File: src/rtl/pc_pkg.sv
// Shared constants and the next-PC source select for the 16-bit core.
package pc_pkg;

  localparam int BUS_WIDTH_DEF = 16;
  localparam int PC_INC        = 1;

  typedef enum logic [2:0] {
    SEL_RST,
    SEL_STALL,
    SEL_RET,
    SEL_CALL,
    SEL_JUMP,
    SEL_BRANCH,
    SEL_SEQ
  } pc_sel_t;

endpackage

File: src/rtl/pc_next_unit_if.sv
// Request/response bundle between the decode/branch logic and the next-PC unit.
interface pc_next_unit_if #(
  parameter int BUS_WIDTH = 16,
  parameter int RAS_DEPTH = 8
);
  localparam int CW = $clog2(RAS_DEPTH) + 1;

  logic [BUS_WIDTH-1:0] pc;
  logic                 stall;
  logic                 branch_taken;
  logic [BUS_WIDTH-1:0] branch_offset;
  logic                 jump;
  logic                 call;
  logic [BUS_WIDTH-1:0] target;
  logic                 ret;
  logic [BUS_WIDTH-1:0] pc_next;
  logic [CW-1:0]        ras_count;
  logic                 ras_err;

  modport master (
    output pc, stall, branch_taken, branch_offset, jump, call, target, ret,
    input  pc_next, ras_count, ras_err
  );

  modport slave (
    input  pc, stall, branch_taken, branch_offset, jump, call, target, ret,
    output pc_next, ras_count, ras_err
  );
endinterface

File: src/rtl/pc_next_unit_ras_stack.sv
// Circular return-address stack: a full stack silently overwrites its oldest
// entry on push; a pop of an empty stack is reported and otherwise ignored.
module ras_stack #(
  parameter int W     = 16,
  parameter int DEPTH = 8
) (
  input  logic                       clk,
  input  logic                       rst,
  input  logic                       push,
  input  logic                       pop,
  input  logic [W-1:0]               push_data,
  output logic [W-1:0]               top_data,
  output logic [$clog2(DEPTH):0]     count,
  output logic                       overflow,
  output logic                       underflow
);
  localparam int PW = $clog2(DEPTH);
  localparam int CW = PW + 1;

  logic [PW-1:0] top_q, top_d;
  logic [CW-1:0] count_q, count_d;
  logic [W-1:0]  entries_q [DEPTH];
  logic [W-1:0]  entries_d [DEPTH];
  logic          full, empty;

  assign full     = (count_q == CW'(DEPTH));
  assign empty    = (count_q == '0);
  assign top_data = entries_q[top_q];
  assign count    = count_q;

  // Next stack state; push and pop are never requested together by the caller.
  always_comb begin
    top_d     = top_q;
    count_d   = count_q;
    entries_d = entries_q;
    overflow  = push && full;
    underflow = pop && empty;
    if (push) begin
      entries_d[top_q + PW'(1)] = push_data;
      top_d                     = top_q + PW'(1);
      if (!full) count_d = count_q + CW'(1);
    end else if (pop && !empty) begin
      top_d   = top_q - PW'(1);
      count_d = count_q - CW'(1);
    end
  end

  // Stack registers with synchronous active-low clear of pointer, count and entries.
  always_ff @(posedge clk) begin
    if (!rst) begin
      top_q   <= '0;
      count_q <= '0;
      for (int i = 0; i < DEPTH; i++) entries_q[i] <= '0;
    end else begin
      top_q     <= top_d;
      count_q   <= count_d;
      entries_q <= entries_d;
    end
  end

endmodule

File: src/rtl/pc_next_unit.sv
// Next-PC generator feeding the pc register: priority select between reset,
// stall, return, call, jump, branch and sequential, plus the return stack.
// Optional sticky stack error flag enabled by defining PC_NEXT_RAS_ERR_EN.
module pc_next_unit
  import pc_pkg::*;
#(
  parameter int BUS_WIDTH = BUS_WIDTH_DEF,
  parameter int RAS_DEPTH = 8,
  parameter int INC       = PC_INC
) (
  input  logic           clk,
  input  logic           rst,
  pc_next_unit_if.slave  bus
);
  localparam int CW = $clog2(RAS_DEPTH) + 1;

  pc_sel_t              sel;
  logic [BUS_WIDTH-1:0] pc_inc, pc_br, ras_top;
  logic [CW-1:0]        ras_cnt;
  logic                 ras_push, ras_pop, ras_ovf, ras_unf;

  assign pc_inc = bus.pc + BUS_WIDTH'(INC);
  assign pc_br  = bus.pc + bus.branch_offset;

  // Source priority; only the winning request may touch the stack.
  always_comb begin
    sel = SEL_SEQ;
    if (!rst)                  sel = SEL_RST;
    else if (bus.stall)        sel = SEL_STALL;
    else if (bus.ret)          sel = SEL_RET;
    else if (bus.call)         sel = SEL_CALL;
    else if (bus.jump)         sel = SEL_JUMP;
    else if (bus.branch_taken) sel = SEL_BRANCH;
  end

  assign ras_push = (sel == SEL_CALL);
  assign ras_pop  = (sel == SEL_RET);

  // pc_next mux; a return on an empty stack falls through to the sequential address.
  always_comb begin
    bus.pc_next = pc_inc;
    case (sel)
      SEL_RST:    bus.pc_next = '0;
      SEL_STALL:  bus.pc_next = bus.pc;
      SEL_RET:    bus.pc_next = (ras_cnt == '0) ? pc_inc : ras_top;
      SEL_CALL:   bus.pc_next = bus.target;
      SEL_JUMP:   bus.pc_next = bus.target;
      SEL_BRANCH: bus.pc_next = pc_br;
      default:    bus.pc_next = pc_inc;
    endcase
  end

  ras_stack #(.W(BUS_WIDTH), .DEPTH(RAS_DEPTH)) u_ras (
    .clk       (clk),
    .rst       (rst),
    .push      (ras_push),
    .pop       (ras_pop),
    .push_data (pc_inc),
    .top_data  (ras_top),
    .count     (ras_cnt),
    .overflow  (ras_ovf),
    .underflow (ras_unf)
  );

  assign bus.ras_count = ras_cnt;

`ifdef PC_NEXT_RAS_ERR_EN
  logic ras_err_q, ras_err_d;

  // Sticky error: any overflow or underflow holds until reset.
  always_comb begin
    ras_err_d = ras_err_q | ras_ovf | ras_unf;
  end

  // Error flag register.
  always_ff @(posedge clk) begin
    if (!rst) ras_err_q <= 1'b0;
    else      ras_err_q <= ras_err_d;
  end

  assign bus.ras_err = ras_err_q;
`else
  logic unused_ras_flags;
  assign unused_ras_flags = ras_ovf ^ ras_unf;
  assign bus.ras_err      = 1'b0;
`endif

endmodule

File: src/flat_wrapper.sv
// flat-port wrapper written by rule: the top's interface ports become plain ports
module pc_next_unit_flat import pc_pkg::*;
#(
  parameter int BUS_WIDTH = BUS_WIDTH_DEF,
  parameter int RAS_DEPTH = 8,
  parameter int INC       = PC_INC
)
  (clk, rst, bus_pc, bus_stall, bus_branch_taken, bus_branch_offset, bus_jump, bus_call, bus_target, bus_ret, bus_pc_next, bus_ras_count, bus_ras_err);
  pc_next_unit_if #(.BUS_WIDTH(BUS_WIDTH), .RAS_DEPTH(RAS_DEPTH)) bus_i ();
  input  logic clk;
  input  logic rst;
  input wire logic [$bits(bus_i.pc)-1:0] bus_pc;
  input wire logic [$bits(bus_i.stall)-1:0] bus_stall;
  input wire logic [$bits(bus_i.branch_taken)-1:0] bus_branch_taken;
  input wire logic [$bits(bus_i.branch_offset)-1:0] bus_branch_offset;
  input wire logic [$bits(bus_i.jump)-1:0] bus_jump;
  input wire logic [$bits(bus_i.call)-1:0] bus_call;
  input wire logic [$bits(bus_i.target)-1:0] bus_target;
  input wire logic [$bits(bus_i.ret)-1:0] bus_ret;
  output wire logic [$bits(bus_i.pc_next)-1:0] bus_pc_next;
  output wire logic [$bits(bus_i.ras_count)-1:0] bus_ras_count;
  output wire logic [$bits(bus_i.ras_err)-1:0] bus_ras_err;
  assign bus_i.pc = bus_pc;
  assign bus_i.stall = bus_stall;
  assign bus_i.branch_taken = bus_branch_taken;
  assign bus_i.branch_offset = bus_branch_offset;
  assign bus_i.jump = bus_jump;
  assign bus_i.call = bus_call;
  assign bus_i.target = bus_target;
  assign bus_i.ret = bus_ret;
  assign bus_pc_next = bus_i.pc_next;
  assign bus_ras_count = bus_i.ras_count;
  assign bus_ras_err = bus_i.ras_err;
  pc_next_unit #(.BUS_WIDTH(BUS_WIDTH), .RAS_DEPTH(RAS_DEPTH), .INC(INC)) u_core (.clk(clk), .rst(rst), .bus(bus_i));
endmodule
File: config.mk
export PLATFORM = sky130hd
export DESIGN_NAME = pc_next_unit_flat
export DESIGN_NICKNAME = d
export VERILOG_FILES = /design/src/rtl/pc_pkg.sv /design/src/rtl/pc_next_unit_if.sv /design/src/rtl/pc_next_unit_ras_stack.sv /design/src/rtl/pc_next_unit.sv /design/src/flat_wrapper.sv
export SDC_FILE = /design/constraint.sdc
export NUM_CORES = 1
export LEC_CHECK = 0
export ABC_CLOCK_PERIOD_IN_PS = 5390
export BUFFER_PORTS_ARGS = -buffer_cell sky130_fd_sc_hd__buf_4
export CORE_ASPECT_RATIO = 1.5
export CORE_MARGIN = 2
export CORE_UTILIZATION = 60
export DETAILED_ROUTE_END_ITERATION = 6
export PLACE_DENSITY = 0.93
export SLEW_MARGIN = 15
export SYNTH_ARGS = -nofsm -noshare
export SYNTH_HDL_FRONTEND = slang
export SYNTH_SLANG_ARGS = --single-unit
File: constraint.sdc
create_clock -name clk -period 5.39 [get_ports clk]
set_input_delay 1.078 -clock clk [delete_from_list [all_inputs] [get_ports clk]]
set_output_delay 1.078 -clock clk [all_outputs]
set_load 0.01 [all_outputs]
# [Yosys cells after proc, flatten, opt, wreduce, memory -nomap -nowiden]
# Index checks and enable logic that the tools add are counted.
[totals] ff_bits=135 elab_cells=55 inputBits=55
[classes] n_addsub=6 n_reduce_logical=8 eq_ne=7 bitwise_logic=2 n_mux=19 n_lt_le_gt_ge=3
[op_table] cell="$bwmux 128" n=1
[op_table] cell="$pmux 16 s5" n=1
[op_table] cell="$mux 16" n=4
[op_table] cell="$bmux 16 s3" n=1
[op_table] cell="$demux 16 s3" n=1
[op_table] cell="$mux 3" n=7
[op_table] cell="$add 16x1->16 const B" n=1
[op_table] cell="$add 16x16->16" n=1
[op_table] cell="$mux 4" n=3
[op_table] cell="$ge 4x4->1 const B" n=2
[op_table] cell="$not 3->4" n=2
[op_table] cell="$eq 3x2->1 const B" n=2
[op_table] cell="$eq 3x3->1 const B" n=2
[op_table] cell="$add 4x1->4 const B" n=1
[op_table] cell="$eq 4x4->1 const B" n=1
[op_table] cell="$logic_not 4->1" n=1
[op_table] cell="$lt 4x1->1 const B" n=1
[op_table] cell="$sub 4x1->4 const B" n=1
[op_table] cell="$add 3x1->3 const B" n=1
[op_table] cell="$eq 3x1->1 const B" n=1
[op_table] cell="$logic_not 3->1" n=1
[op_table] cell="$sub 3x1->3 const B" n=1
[op_table] cell="$logic_and 1x1->1" n=2
[op_table] cell="$mux 2" n=1
[op_table] cell="other kinds (5)" n=5

# [Logic depth before layout (Yosys ltp)]
[depth] ltp_word=10 mapped_depth=11 ltp_nobuf=9

# [Modules after synthesis]
# From an unflattened synthesis, not the netlist that was laid out.
[unflattened] cells_unflattened=918 hier_area_um2=7581.0
[by_module_without_submodules] module="ras_stack" cells_each=696 instances=1 area_per_inst_um2=5995.8
[by_module_without_submodules] module="pc_next_unit" cells_each=222 instances=1 area_per_inst_um2=1585.3

# [Least setup slack after synthesis]
# OpenSTA, ideal clock, no wires.
[synth_path] path_type="input to output" startpoint="input port bus_branch_offset[0]" endpoint="output port bus_pc_next[10]" cell_stages=9 arrival_time_ns=2.968 setup_slack_ns=1.344 cell_sequence="ha_1 -> inv_1 -> fa_1 -> nor2b_1 -> o2111ai_1 -> a211oi_1 -> o21a_1 -> nor3_1 -> a211oi_1"
[synth_between] elab_chain_len=2
[synth_lines] item="from (decl)" line="flat_wrapper.sv:15" source="input wire logic [$bits(bus_i.branch_offset)-1:0] bus_branch_offset;"
[synth_lines] item="$add 16x16->16" line="pc_next_unit.sv:23" source="assign pc_br = bus.pc + bus.branch_offset;"
[synth_lines] item="$pmux 16 s5" line="pc_next_unit.sv:42" source="case (sel)"
[synth_lines] item="to (decl)" line="flat_wrapper.sv:20" source="output wire logic [$bits(bus_i.pc_next)-1:0] bus_pc_next;"
# Every way passes these cells.

# [Final worst setup path]
[layout_path] startpoint="input port bus_pc[7]" endpoint="output port bus_pc_next[13]"
[layout_between] elab_chain_len=3 word_cells_on_any_way=4
[layout_lines] item="from (decl)" line="flat_wrapper.sv:12" source="input wire logic [$bits(bus_i.pc)-1:0] bus_pc;"
[layout_lines] item="$add 16x1->16" line="pc_next_unit.sv:22" source="assign pc_inc = bus.pc + BUS_WIDTH'(INC);"
[layout_lines] item="$mux 16" line="pc_next_unit.sv:45" source="SEL_RET: bus.pc_next = (ras_cnt == '0) ? pc_inc : ras_top;"
[layout_lines] item="$pmux 16 s5 *" line="pc_next_unit.sv:42"
# Mark *: on every way between the ends. The rest lies on a longest branch, timed or not.

==> summary.txt <==
Clocking
  – Total CTS buffers: 17
  – CTS tree: yes
  – Clk slew on worst S/H paths: around 0.06 ns
  – CTS root buf: clkbuf_16
  – CTS H-tree depth: 4
  – Cells resized by post-CTS repair: 0
  – Clock Path Buffers: 2
  – CTS Hold Buffers Added: 0
  – Worst skew pair latency: approximately 0.44 ns
  – Post-CTS Setup Inserts: 0
  – Total clock sinks: 135

Finish
  – Nets: approximately 930
  – Layout cell share with drive strength beyond 1: 20.93%
  – Inserted Diodes: 0
  – Non-Filler Instances: between 1,000 and 1,500
  – Area Growth Syn to Fin: 16.47%
  – Fin area: 0.008608 mm2
  – Final Core Density: a little under three quarters

Timing
  – Crit share post-route: about 93%
  – Slew HR: 21.22%
  – Setup WS post-layout: about 0.39 ns
  – Slew @ Worst Pin: roughly 1.2 ns
  – Final min period: approximately 5 ns
  – RSZ-0062 raised after global routing: false
  – # setup viols final: 0
  – Final slew viol count: 0
  – Fin. Hold Viols: 0
  – Max Clk Rate: 199.8 MHz
  – Worst hold slack: between 0.4 and 0.5 ns
  – Clock skew: about 0.016 ns
  – Final setup TNS: 0 ns

Drt
  – Final wirelength: between 20,000 and 25,000 um
  – Drt via density: between 7 and 8
  – Routed length per instance: between 20 and 25 um
  – Drt first pass iters: 7
  – DRT iter0 DRCs: 1,355
  – Antenna-violating nets left: 0
  – Vias: between 7,000 and 8,000
  – DR DRC count: 3

Floorplanning
  – Boundary Pins: 76
  – Die Wd: around 95 um
  – Row cnt: 49
  – Initial Util: roughly 62%
  – Die area: ~0.013 mm2
  – Chip height: ~140 um
  – Core area: approximately 0.012 mm2

Worst setup path
  – Critical R2R Launch: u_core.u_ras.top_q[1]
  – R2r endpoint: u_core.u_ras.entries_q[8]
  – CP Data Required Time: 4.31 ns
  – Worst-case reg-to-reg path depth: 8
  – Critical-path top delay cell: o21ai_0
  – Largest fanout on the critical path: 10
  – WS Path Type: input pin to primary output
  – Worst Setup Start Kind: input pin
  – Top cell by count, worst path: buf_4
  – Worst Path Arrival: between 3 and 4 ns
  – Worst-path cell chain: buf_4, nand4_1, nor4_1, xnor2_1, nor2_1, o21ai_0, o21ai_1, buf_4
  – Crit path largest cell delay: between 0.7 and 0.8 ns
  – CP startpoint: bus_pc[7]
  – Worst reg2reg setup slack: ~2.2 ns
  – Worst setup EP type: primary output

Place
  – Pre-CTS WS: 0.8840 ns
  – PortBufs: 74
  – Routability cong.: ~1.1
  – Placed Instances: about 980
  – Placed inst area: around 0.0080 mm2
  – HPWL reported at the end of detailed placement: roughly 14,000 um

Logic synthesis
  – Synth top area cells: dfxtp_1 37%, a211oi_1 13%, mux4_2 9.8%
  – Synth Instances: 796
  – Post-synth ARST share: 0%
  – Count leader, synth: nor2_1
  – YS warnings: 0
  – Post-synth EDFFs: 0
  – Netlist Area Pre-Place: approximately 0.0074 mm2
  – Synth Register Bits: 135
  – Post-synth top area cell: dfxtp_1
  – Post-synth top area share: 36.57%
  – Top_reg_cell synth: dfxtp_1
  – Syn avg cell area: 9.285 um2
  – Syn Nets: between 800 and 900
  – Leading cell types by count after synthesis: 165 x nor2_1, 135 x dfxtp_1, 127 x a211oi_1, 32 x mux4_2, 29 x nand2_1
  – Part of the Yosys area used for sequential elements: a little over a third
  – Cell variety after synth: 63

Pwr
  – Psw: a little over 0.7 mW
  – Seq pwr share: around two fifths
  – Clock group share of total power: 43.6%
  – Sw Ratio: between 20% and 30%
  – Static Leak: approximately 2.9 nW
  – VDD IR max: ~0.00017 V
  – PwrDens: around 300 mW/mm2
  – Total power: around 2.5 mW
  – Int Power: between 1.5 and 2 mW
  – Combinational fraction of design power: roughly 15%

Hold path
  – Worst hold stages: 2
  – Worst Hold Endpoint: u_core.u_ras.entries_q[79]
  – Hold path start: u_core.u_ras.entries_q[79]
  – Hold Path Class: flop to flop

Flow run
  – Max-Cap Viols: 0

Run status
  – Status: complete, but fails checks
  – Failing checks: DRC

GRT
  – Vias in the first global route: just over 7,000
  – Tot GR Track Use: about two fifths
  – Largest net degree at the start of global routing: about 110
  – Grt ovf: 0
  – Initial antenna violation count: 0
  – First-pass GRT wire length: a little under 40,000 um
cell families (layout without fill, tap and decap cells):
logic type | count (synthesis) | count (layout) | synth area share, %
xor gates and xnor gates | 27 | 27 | 3.301
buffers and inverters | 70 | 134 | 4.249
other | 1 | 1 | 0.05074
muxes | 59 | 59 | 13.41
AOI/OAI and AO/OA | 220 | 220 | 22.16
and+or+nand+nor | 262 | 262 | 16.34
adders and majority gates | 22 | 22 | 3.928
DFF | 135 | 135 | 36.57
registers in the layout (all words and copies together) (netlist names):
| name | flops |
|---|---|
| u_core.u_ras.count | 4 |
| u_core.u_ras.entries_q | 128 |
| u_core.u_ras.top_q | 3 |
placed cells by master, fill, tap and decap left out, drive strengths merged, types with 6 or more instances in the layout:
master,synthesis,final
o21ai,16,16
dfxtp,135,135
a211oi,127,127
nand3,10,10
mux2i,27,27
nor4,7,7
xor2,9,9
xnor2,18,18
mux4,32,32
a21o,7,7
o21a,8,8
o221ai,7,7
clkinv,0,6
nand2,29,29
ha,20,20
clkbuf,29,17
nor3,15,15
a21oi,18,18
a221oi,12,12
buf,32,94
nor2,166,166
inv,9,12
o211ai,6,6
final cells by class:
type                       instances  area, um2
clock buffer                      17      425.4
clock inverter                    14      127.6
fill                             734       3408
inverter                           9      36.28
multi-input combinational        591       4418
sequential                       135       2704
tap                              153      191.4
timing repair buffer              94      705.7
worst max path at each step:
stage                                  to  slack (ns)  depth (start not counted)
after floorplan           bus_pc_next[10]        1.34                          9
after global placement     bus_pc_next[8]        0.97                         11
after detailed placement   bus_pc_next[8]        0.88                         11
after CTS                  bus_pc_next[8]        0.88                         11
after global routing      bus_pc_next[13]        0.36                          8
final                     bus_pc_next[13]        0.39                          8
critical path, delay by kind of cell:
family                    cells  cell delay [ns]
and+or+nand+nor               3             1.05
AOI/OAI and AO/OA             2             0.89
xor gates and xnor gates      1             0.56
buffers and inverters         2             0.34
power by group through the flow:
stage / registers, mW / clock network (mW) / logic (mW)
6_report: 1.03 / 1.10 / 0.387
2_1_floorplan: 1.04 / 0 / 0.236
4_1_cts: 1.03 / 1.10 / 0.365
5_1_grt: 1.04 / 1.14 / 0.411
3_3_place_gp: 1.05 / 0 / 0.349
3_5_place_dp: 1.05 / 0 / 0.357
metal layers:
| metal | part of all wire (%) | GRT usage (%) |
|---|---|---|
| met1 | 33 | 42.52 |
| met2 | 45 | 57.07 |
| met3 | 12 | 16.94 |
| met4 | 9.9 | 30.74 |
| met5 | 0.17 | 3.968 |
Note: power is estimated with default switching activity, not from simulation.
